**src/rtl/pps_gen.sv**
```systemverilog
// -----------------------------------------------------------------------------
// pps_gen
// Transmit side of the 1PPS interface. Regenerates the board PPS output pulse
// from the TSC second strobe with a programmable phase offset, width and
// polarity. The block keeps emitting pulses from its own phase counter
// (holdover) when the strobe goes missing, and flags strobes that arrive off
// phase.
//
// Ports
//   clk          : system clock, all logic on posedge
//   rst_n        : asynchronous active-low reset
//   tsc_1pps     : 1-cycle strobe marking TSC phase 0
//   cfg_enable   : level; 0 forces IDLE with the output inactive
//   cfg_offset   : pulse start phase, cycles after tsc_1pps
//   cfg_width    : pulse width in cycles, 0 = no pulse
//   cfg_polarity : 1 = active-high pulse, 0 = active-low
//   cfg_load     : 1-cycle strobe capturing cfg_offset/width/polarity
//   cfg_pending  : shadow captured but not yet applied
//   pps_out      : registered PPS output pin
//   pps_active   : 1 while the pulse is asserted (polarity independent)
//   pps_count    : pulses emitted since reset, wraps
//   holdover     : last second boundary was internal (free-wheel)
//   sync_err     : 1-cycle strobe, tsc_1pps arrived off phase
//   dbg_state    : current FSM state (IDLE=0, SYNC=1, ARMED=2, PULSE=3)
//
// Interface timing: cfg_load and tsc_1pps are single-cycle strobes sampled on
// the posedge with no back-pressure; every output is registered and changes
// only on a posedge or on reset assertion.
// -----------------------------------------------------------------------------
module pps_gen #(
  parameter int unsigned CLKS_PER_SEC = 200000000,
  parameter int unsigned CW           = 28
) (
  input  logic          clk,
  input  logic          rst_n,
  input  logic          tsc_1pps,
  input  logic          cfg_enable,
  input  logic [CW-1:0] cfg_offset,
  input  logic [CW-1:0] cfg_width,
  input  logic          cfg_polarity,
  input  logic          cfg_load,
  output logic          cfg_pending,
  output logic          pps_out,
  output logic          pps_active,
  output logic [31:0]   pps_count,
  output logic          holdover,
  output logic          sync_err,
  output logic [1:0]    dbg_state
);

  localparam logic [1:0] S_IDLE  = 2'd0;
  localparam logic [1:0] S_SYNC  = 2'd1;
  localparam logic [1:0] S_ARMED = 2'd2;
  localparam logic [1:0] S_PULSE = 2'd3;

  localparam logic [CW-1:0] PH_LAST = CW'(CLKS_PER_SEC - 1);

  logic [1:0]    r_state;
  logic [CW-1:0] r_ph;
  logic [CW-1:0] r_sh_offset;
  logic [CW-1:0] r_sh_width;
  logic          r_sh_pol;
  logic          r_pending;
  logic [CW-1:0] r_offset;
  logic [CW-1:0] r_width;
  logic          r_pol;
  logic [CW-1:0] r_wcnt;
  logic          r_active;
  logic          r_pps_out;
  logic [31:0]   r_count;
  logic          r_holdover;
  logic          r_sync_err;

  logic [CW-1:0] w_p;
  logic          w_boundary;
  logic          w_free_tick;
  logic          w_tracking;
  logic          w_copy;
  logic [CW-1:0] w_sh_width_clamped;
  logic [CW-1:0] w_offset;
  logic [CW-1:0] w_width;
  logic          w_pol;
  logic          w_match;
  logic [CW-1:0] w_ph_nxt;
  logic [1:0]    w_state_nxt;
  logic [CW-1:0] w_wcnt_nxt;
  logic          w_active_nxt;
  logic          w_count_inc;
  logic          w_holdover_nxt;
  logic          w_sync_err_nxt;

  // Effective phase: the strobe itself is phase 0 regardless of the counter.
  assign w_p         = tsc_1pps ? '0 : r_ph;
  assign w_boundary  = (w_p == '0);
  // The counter wrapped to 0 on its own: a free-wheel second boundary.
  assign w_free_tick = (r_ph == '0) && !tsc_1pps;
  assign w_tracking  = (r_state == S_ARMED) || (r_state == S_PULSE);

  assign w_ph_nxt = tsc_1pps ? CW'(1) :
                    (r_ph == PH_LAST) ? '0 : r_ph + CW'(1);

  // While not generating pulses the shadow can be applied at once; otherwise
  // it waits for a second boundary so a second never mixes two configs.
  assign w_copy = r_pending &&
                  ((r_state == S_IDLE) || (r_state == S_SYNC) || w_boundary);

  // A width of a full second or more would never let the pulse end before
  // the next start, so it is limited to one cycle short of a second.
  assign w_sh_width_clamped = (r_sh_width > PH_LAST) ? PH_LAST : r_sh_width;

  // Config seen by this cycle's decisions, including a same-cycle copy, so an
  // offset of 0 fires on the boundary with the newly applied values.
  assign w_offset = w_copy ? r_sh_offset        : r_offset;
  assign w_width  = w_copy ? w_sh_width_clamped : r_width;
  assign w_pol    = w_copy ? r_sh_pol           : r_pol;

  assign w_match = (r_state == S_ARMED) && (w_p == w_offset) && (w_width != '0);

  always_comb begin
    w_state_nxt  = r_state;
    w_wcnt_nxt   = r_wcnt;
    w_active_nxt = r_active;
    w_count_inc  = 1'b0;
    if (!cfg_enable) begin
      w_state_nxt  = S_IDLE;
      w_active_nxt = 1'b0;
    end else begin
      case (r_state)
        S_IDLE: begin
          w_state_nxt  = S_SYNC;
          w_active_nxt = 1'b0;
        end
        S_SYNC: begin
          w_active_nxt = 1'b0;
          if (tsc_1pps) begin
            w_state_nxt = S_ARMED;
          end
        end
        S_ARMED: begin
          if (w_match) begin
            w_state_nxt  = S_PULSE;
            w_wcnt_nxt   = w_width;
            w_active_nxt = 1'b1;
            w_count_inc  = 1'b1;
          end
        end
        S_PULSE: begin
          // A start match here is ignored; the pulse always runs to its end.
          if (r_wcnt == CW'(1)) begin
            w_state_nxt  = S_ARMED;
            w_wcnt_nxt   = '0;
            w_active_nxt = 1'b0;
          end else begin
            w_wcnt_nxt = r_wcnt - CW'(1);
          end
        end
        default: begin
          w_state_nxt  = S_IDLE;
          w_active_nxt = 1'b0;
        end
      endcase
    end
  end

  always_comb begin
    w_holdover_nxt = 1'b0;
    w_sync_err_nxt = 1'b0;
    if (cfg_enable && w_tracking) begin
      if (tsc_1pps) begin
        w_holdover_nxt = 1'b0;
      end else if (w_free_tick) begin
        w_holdover_nxt = 1'b1;
      end else begin
        w_holdover_nxt = r_holdover;
      end
      // An on-time strobe lands on the cycle the counter has just wrapped
      // from CLKS_PER_SEC-1 to 0. In holdover the strobe is re-acquired
      // silently.
      w_sync_err_nxt = tsc_1pps && (r_ph != '0) && !r_holdover;
    end
  end

  always_ff @(posedge clk or negedge rst_n) begin
    if (!rst_n) begin
      r_state     <= S_IDLE;
      r_ph        <= '0;
      r_sh_offset <= '0;
      r_sh_width  <= '0;
      r_sh_pol    <= 1'b0;
      r_pending   <= 1'b0;
      r_offset    <= '0;
      r_width     <= '0;
      r_pol       <= 1'b1;
      r_wcnt      <= '0;
      r_active    <= 1'b0;
      r_pps_out   <= 1'b0;
      r_count     <= '0;
      r_holdover  <= 1'b0;
      r_sync_err  <= 1'b0;
    end else begin
      r_state    <= w_state_nxt;
      r_ph       <= w_ph_nxt;
      r_wcnt     <= w_wcnt_nxt;
      r_active   <= w_active_nxt;
      r_pps_out  <= w_active_nxt ? w_pol : ~w_pol;
      r_holdover <= w_holdover_nxt;
      r_sync_err <= w_sync_err_nxt;
      if (w_count_inc) begin
        r_count <= r_count + 32'd1;
      end
      if (w_copy) begin
        r_offset <= r_sh_offset;
        r_width  <= w_sh_width_clamped;
        r_pol    <= r_sh_pol;
      end
      // A load on the copy cycle wins: the new shadow stays pending.
      if (cfg_load) begin
        r_sh_offset <= cfg_offset;
        r_sh_width  <= cfg_width;
        r_sh_pol    <= cfg_polarity;
        r_pending   <= 1'b1;
      end else if (w_copy) begin
        r_pending <= 1'b0;
      end
    end
  end

  assign cfg_pending = r_pending;
  assign pps_out     = r_pps_out;
  assign pps_active  = r_active;
  assign pps_count   = r_count;
  assign holdover    = r_holdover;
  assign sync_err    = r_sync_err;
  assign dbg_state   = r_state;

endmodule
```
**config.mk**
```make
export PLATFORM = sky130hd
export DESIGN_NAME = pps_gen
export DESIGN_NICKNAME = d
export VERILOG_FILES = /design/src/rtl/pps_gen.sv
export SDC_FILE = /design/constraint.sdc
export NUM_CORES = 1
export LEC_CHECK = 0
export BUFFER_PORTS_ARGS = -buffer_cell sky130_fd_sc_hd__buf_2
export CAP_MARGIN = 20
export CORE_MARGIN = 2
export CORE_UTILIZATION = 60
export DETAILED_ROUTE_END_ITERATION = 6
export HOLD_SLACK_MARGIN = 0.1
export PLACE_DENSITY = 0.86
export RECOVER_POWER = 100
export SKIP_LAST_GASP = 1
export SLEW_MARGIN = 20
export SYNTH_ARGS = -nofsm -noshare
export SYNTH_HDL_FRONTEND = slang
export SYNTH_SLANG_ARGS = --single-unit
```
**constraint.sdc**
```tcl
create_clock -name clk -period 4.2 [get_ports clk]
set_clock_uncertainty 0.2 [all_clocks]
set_input_delay 0.21 -clock clk [delete_from_list [all_inputs] [get_ports clk]]
set_output_delay 0.21 -clock clk [all_outputs]
set_load 0.02 [all_outputs]
```
-- After elaboration in Yosys (flattened, before gate mapping)
Index checks and enable logic that the tools add are counted.
- $lt $le $gt $ge: 1
- add/sub/neg operators: 3
- equal/unequal tests: 11
- mux-type cells: 29
- bitwise gates (word level): 1
- reduce and logical (&&, ||, !) cells: 22
- operator list (operator ; number):
    $mux 28 ; 8
    $logic_not 28->1 ; 2
    $pmux 28 s2 ; 1
    $reduce_bool 28->1 ; 2
    $add 32x1->32 const B ; 1
    $add 28x1->28 const B ; 1
    $eq 28x1->1 const B ; 1
    $eq 28x28->1 ; 1
    $eq 28x28->1 const B ; 1
    $gt 28x28->1 const B ; 1
    $sub 28x1->28 const B ; 1
    $mux 1 ; 14
    $ne 3x3->1 const B ; 3
    $mux 2 ; 4
    $pmux 2 s4 ; 1
    $logic_and 1x1->1 ; 7
    $reduce_and 3->1 ; 2
    $eq 2x2->1 const B ; 2
    $reduce_bool 2->1 ; 2
    $logic_or 1x1->1 ; 3
    $ne 3x2->1 const B ; 1
    $pmux 1 s3 ; 1
    $eq 2x1->1 const B ; 1
    $logic_not 1->1 ; 2
    other kinds (4) ; 4
- flip-flop bits (word level): 209
- word-level logic and storage cells: 82

-- Longest topological paths before layout
- depth in word-level cells: 12
- gate-level depth with buffers: 14
- depth with buffers taken out: 10

-- Worst setup path after synthesis
Ideal clock, no wire load.
- path kind: reg2reg
- start: register r_ph[22]
- end: register r_wcnt[23]
- buffers on the path: 3
- cell stages (with the launch flop): 14
- setup slack: 0.371 ns
- clock period less this slack: 3.829 ns
- library setup time: 0.124 ns
- data arrival time: 3.505 ns
- cells stage by stage: dfrtp_1 buf_6 nor4_4 nand4_2 o31ai_4 buf_6 mux2i_1 o22ai_1 or3_1 or4_1 nor3_2 buf_4 o211ai_1 a211o_1
- word-level cells in the longest chain between the ends: 10
- RTL lines (element ; RTL line ; RTL):
    start, declared ; 59 ; logic [CW-1:0] r_ph;
    start signal, assigned ; 202 ; r_ph <= w_ph_nxt;
    $mux 28 * ; 93 ; assign w_p = tsc_1pps ? '0 : r_ph;
    $logic_not 28->1 ; 94 ; assign w_boundary = (w_p == '0);
    $logic_or 1x1->1 ; 105 ; ((r_state == S_IDLE) || (r_state == S_SYNC) || w_boundary);
    $logic_and 1x1->1 ; 104 ; assign w_copy = r_pending &&
    $mux 28 ; -- ;
    $eq 28x28->1 ; 117 ; assign w_match = (r_state == S_ARMED) && (w_p == w_offset) && (w_width != '0);
    $logic_and 1x1->1 (2 in series) ; 117 ;
    $ne 2x2->1 (no line) ; -- ;
    $reduce_and 3->1 (no line) ; -- ;
    end signal, assigned ; 203 ; r_wcnt <= w_wcnt_nxt;
    end, declared ; 67 ; logic [CW-1:0] r_wcnt;
Every way passes the cells marked *; elsewhere a longest branch is shown, timed or not. The select of a mux whose other input is x is not followed.
A chain may end at the register's enable or synchronous reset.

-- Final worst setup path
- start: register r_ph[17]
- end: register r_wcnt[22]
The elaborated chain is that of the path after synthesis.

==> metrics <==
antenna violations before repair=0; n_diodes=0; Slowest Stage Delay on Critical Path=about 0.55 ns; hold depth=3; Sink Count=209; non-filler instance count after layout=about 1,500; chip width=around 140 µm; status=complete, but fails checks; Clock transition at path regs=0.07 ns; RD Place Congestion=about 1.0; clk root buf=clkbuf_16; Mapped Area=between 10,000 and 15,000 µm²; Synth cell types=between 70 and 80; vias in the first global route=slightly below 10,000; die area=roughly 19,000 µm²; # DRC=0; routed vias/inst=between 6 and 7; Rows=48; wire per inst=22.9 µm; number of synthesized flops with an enable pin=0; 1st-iter DRT viols=approximately 1,400; Core Footprint=17,400 µm²; Syn Area/Cell=around 10 µm²; number of max-cap violations=4; crit path kind=flop to flop; Crit. End Element=flop; WHS Endpoint=r_sh_width[21]; HPWL after DPL=21,000 µm; Synth top area share=roughly half; die height=~140 µm; most frequent cells after synthesis=dfrtp_1 (208), nand2_1 (77), nor2_1 (64); worst path bufs/invs=2; failing checks=max-capacitance violations, max-slew violations; Post-Syn Instances=between 1,000 and 1,500; Seq/Total Area, Yosys=about 49%; Initial Utilization=between 60% and 70%; DRT Pass-1 Iters=6; endpoints failing hold=0; most used flip-flop cell after synthesis=dfrtp_1; Max Fclk=between 200 and 250 MHz; Startpoint Class=flop; nets@finish=1,314; final hold slack=~0.25 ns; Top delay family on crit path=simple AND/OR/NAND/NOR gates; Worst Hold Class=input port to flop; max-slew violation total from the final report=202; Max IR drop VDD=0.000418 V; YS warnings=0; I/O pin count=101; Clock Path Buffers=3; share of post-route cells with drive strength above 1=slightly below 20%; RR Endpoint=r_wcnt[22]; final non-filler cell area=13,200 µm²; cts bufs inserted=24; Storage cell area=5230 µm²; P&R area growth vs syn=23.2%; worst slew pin tran=2.79 ns; DRT antenna net count=0; Remaining Overflow, GRT=0; Yosys reg bits=209; Clock Latency Late Sink=between 0.5 and 0.6 ns; Placed Instance Area=roughly 12,000 µm²; cells along the critical path=nor4_2 -> nand4_2 -> buf_4 -> o31a_1 -> mux2i_1 -> a41oi_1 -> or3_1 -> or4_4 -> nor3_4 -> buf_4 -> o221ai_1 -> a32o_1; Slew HR=-86.3%; top-count cell post-synth=dfrtp_1; Async S/R FF share, synth=between 90% and 100%; dominant cell type by area after synthesis=dfrtp_1; fill cell count=1,078; Min Clock Period, post-route=just over 4 ns; final worst-path cycle share=approximately 97%; vias=between 10,000 and 15,000; final setup fails=0; Worst Path Max Fanout=10; Required @ worst endpoint=~4.4 ns; hold wc startpoint=cfg_width[21]; Mapped Nets=around 1,100; FF-to-FF Start=r_ph[17]; footprint of the multi-input gates=just over 5000 µm²; Reg2Reg Setup Slack=approximately 0.11 ns; WP data arrival=between 4 and 5 ns; most frequent CP cell=buf_4; gr usage total=a little under two fifths; Leak Pwr=between 0.005 and 0.006 µW; largest net degree at the start of global routing=110; CTS tree=done; worst r2r path cells=12; routed wire length=around 34,000 µm; Port Buf Inserts=100; post-placement cell count=1,378; synth top area cells=dfrtp_1 (49%), mux2_2 (6.5%), xnor2_1 (4.0%); H-tree depth=1; Power Density=roughly 430 nW/µm²; first-pass GRT wire length=roughly 54,000 µm; slowest CP cell=or4_4
[cell families after synthesis]
group,Yosys count,synth area share [%]
xor+xnor,60,4.91
fa+ha+maj,5,0.585
mux,70,7.29
buf+inv,99,3.81
compound gates,216,15.6
flops,209,48.9
simple gates,380,18.9
[timing repair]
action,in CTS,in global routing
gates resized for setup,0,9
buffers inserted,4,4
setup endpoints to repair,62,26
pin swaps,1,2
hold buffers,60,0
endpoints found under the hold margin,172,0
[tightest hold or removal path: stages]
cell	delay (ns)
dlygate4sd3_1	0.52
buf_2	0.09
mux2_2	0.12
[per-stage QoR]
stage / power, µW / setup TNS [ns] / worst slack (ns) / util (%)
6_report: 5710 / 0 / 0.112 / 75.9
5_1_grt: 5890 / -0.0354 / -0.0354 / 75.9
4_1_cts: 5610 / 0 / 0.0386 / 76.1
3_5_place_dp: 3490 / -6.37 / -0.177 / 68.0
3_3_place_gp: 3450 / -0.0657 / -0.0566 / 68.0
2_1_floorplan: 3110 / 0 / 0.371 / -
[layer usage]
metal / share of wire, % / vias to the layer above / global-route usage [%] / routed length (µm)
met2: 48 / 747 / 60.7 / 16200
met1: 36 / 4842 / 46.2 / 12300
li1: - / 4254 / - / -
met4: 7.5 / 0 / 20.9 / 2570
met3: 8.9 / 219 / 6.22 / 3050
met5: 0 / - / 0 / 0
[cell usage in the layout, fill, tap and decap left out, types with 13 or more instances in the layout]
| cell | Yosys | layout |
|---|---|---|
| buf_2 | 8 | 61 |
| clkbuf_16 | 0 | 24 |
| or3_1 | 13 | 13 |
| clkbuf_1 | 40 | 57 |
| nor2b_1 | 25 | 25 |
| o2bb2ai_1 | 16 | 16 |
| mux2_2 | 62 | 56 |
| xnor2_1 | 49 | 48 |
| dlygate4sd3_1 | 0 | 60 |
| o21ai_0 | 43 | 42 |
| nor3_1 | 40 | 38 |
| dfrtp_1 | 208 | 208 |
| nor2_1 | 64 | 63 |
| and3_1 | 15 | 15 |
| inv_1 | 41 | 41 |
| a32o_1 | 14 | 14 |
| a21oi_1 | 19 | 19 |
| nand3_1 | 48 | 48 |
| buf_4 | 1 | 64 |
| nand2_1 | 77 | 77 |
| nand4_1 | 23 | 23 |
| nor4_1 | 18 | 16 |
| o22a_1 | 20 | 20 |
[worst max path at each step]
stage	start	to	slack, ns	depth (start not counted)
floorplan	r_ph[22]	r_wcnt[23]	0.37	13
global placement	r_ph[4]	pps_count[1]	-0.06	12
finish	r_ph[17]	r_wcnt[22]	0.11	12
detailed placement	r_ph[17]	r_wcnt[22]	-0.18	15
global route	r_ph[4]	r_wcnt[22]	-0.04	14
CTS	r_ph[17]	r_wcnt[22]	0.04	12
[state kept, by name, summed over array words and instances (netlist names)]
register / flops
r_ph: 28
r_wcnt: 28
dbg_state: 2
r_offset: 28
r_sh_pol: 1
r_sh_width: 28
pps_active: 1
r_width: 28
r_pol: 1
r_sh_offset: 28
pps_out: 1
sync_err: 1
holdover: 1
pps_count: 32
cfg_pending: 1
[where the power goes]
group	internal, µW	switching [µW]
Combinational	468	591
Clock	1230	858
Sequential	2280	283
[cell type report]
type                            instances  share of cell area, %
Clock buffer                           36                   5.13
Clock inverter                          7                  0.731
Inverter                               41                   1.17
Multi-Input combinational cell        731                   38.8
Sequential cell                       209                   39.7
Tap cell                              225                   2.14
Timing Repair Buffer                  240                   12.4
Power figures use the tool's default switching activity.
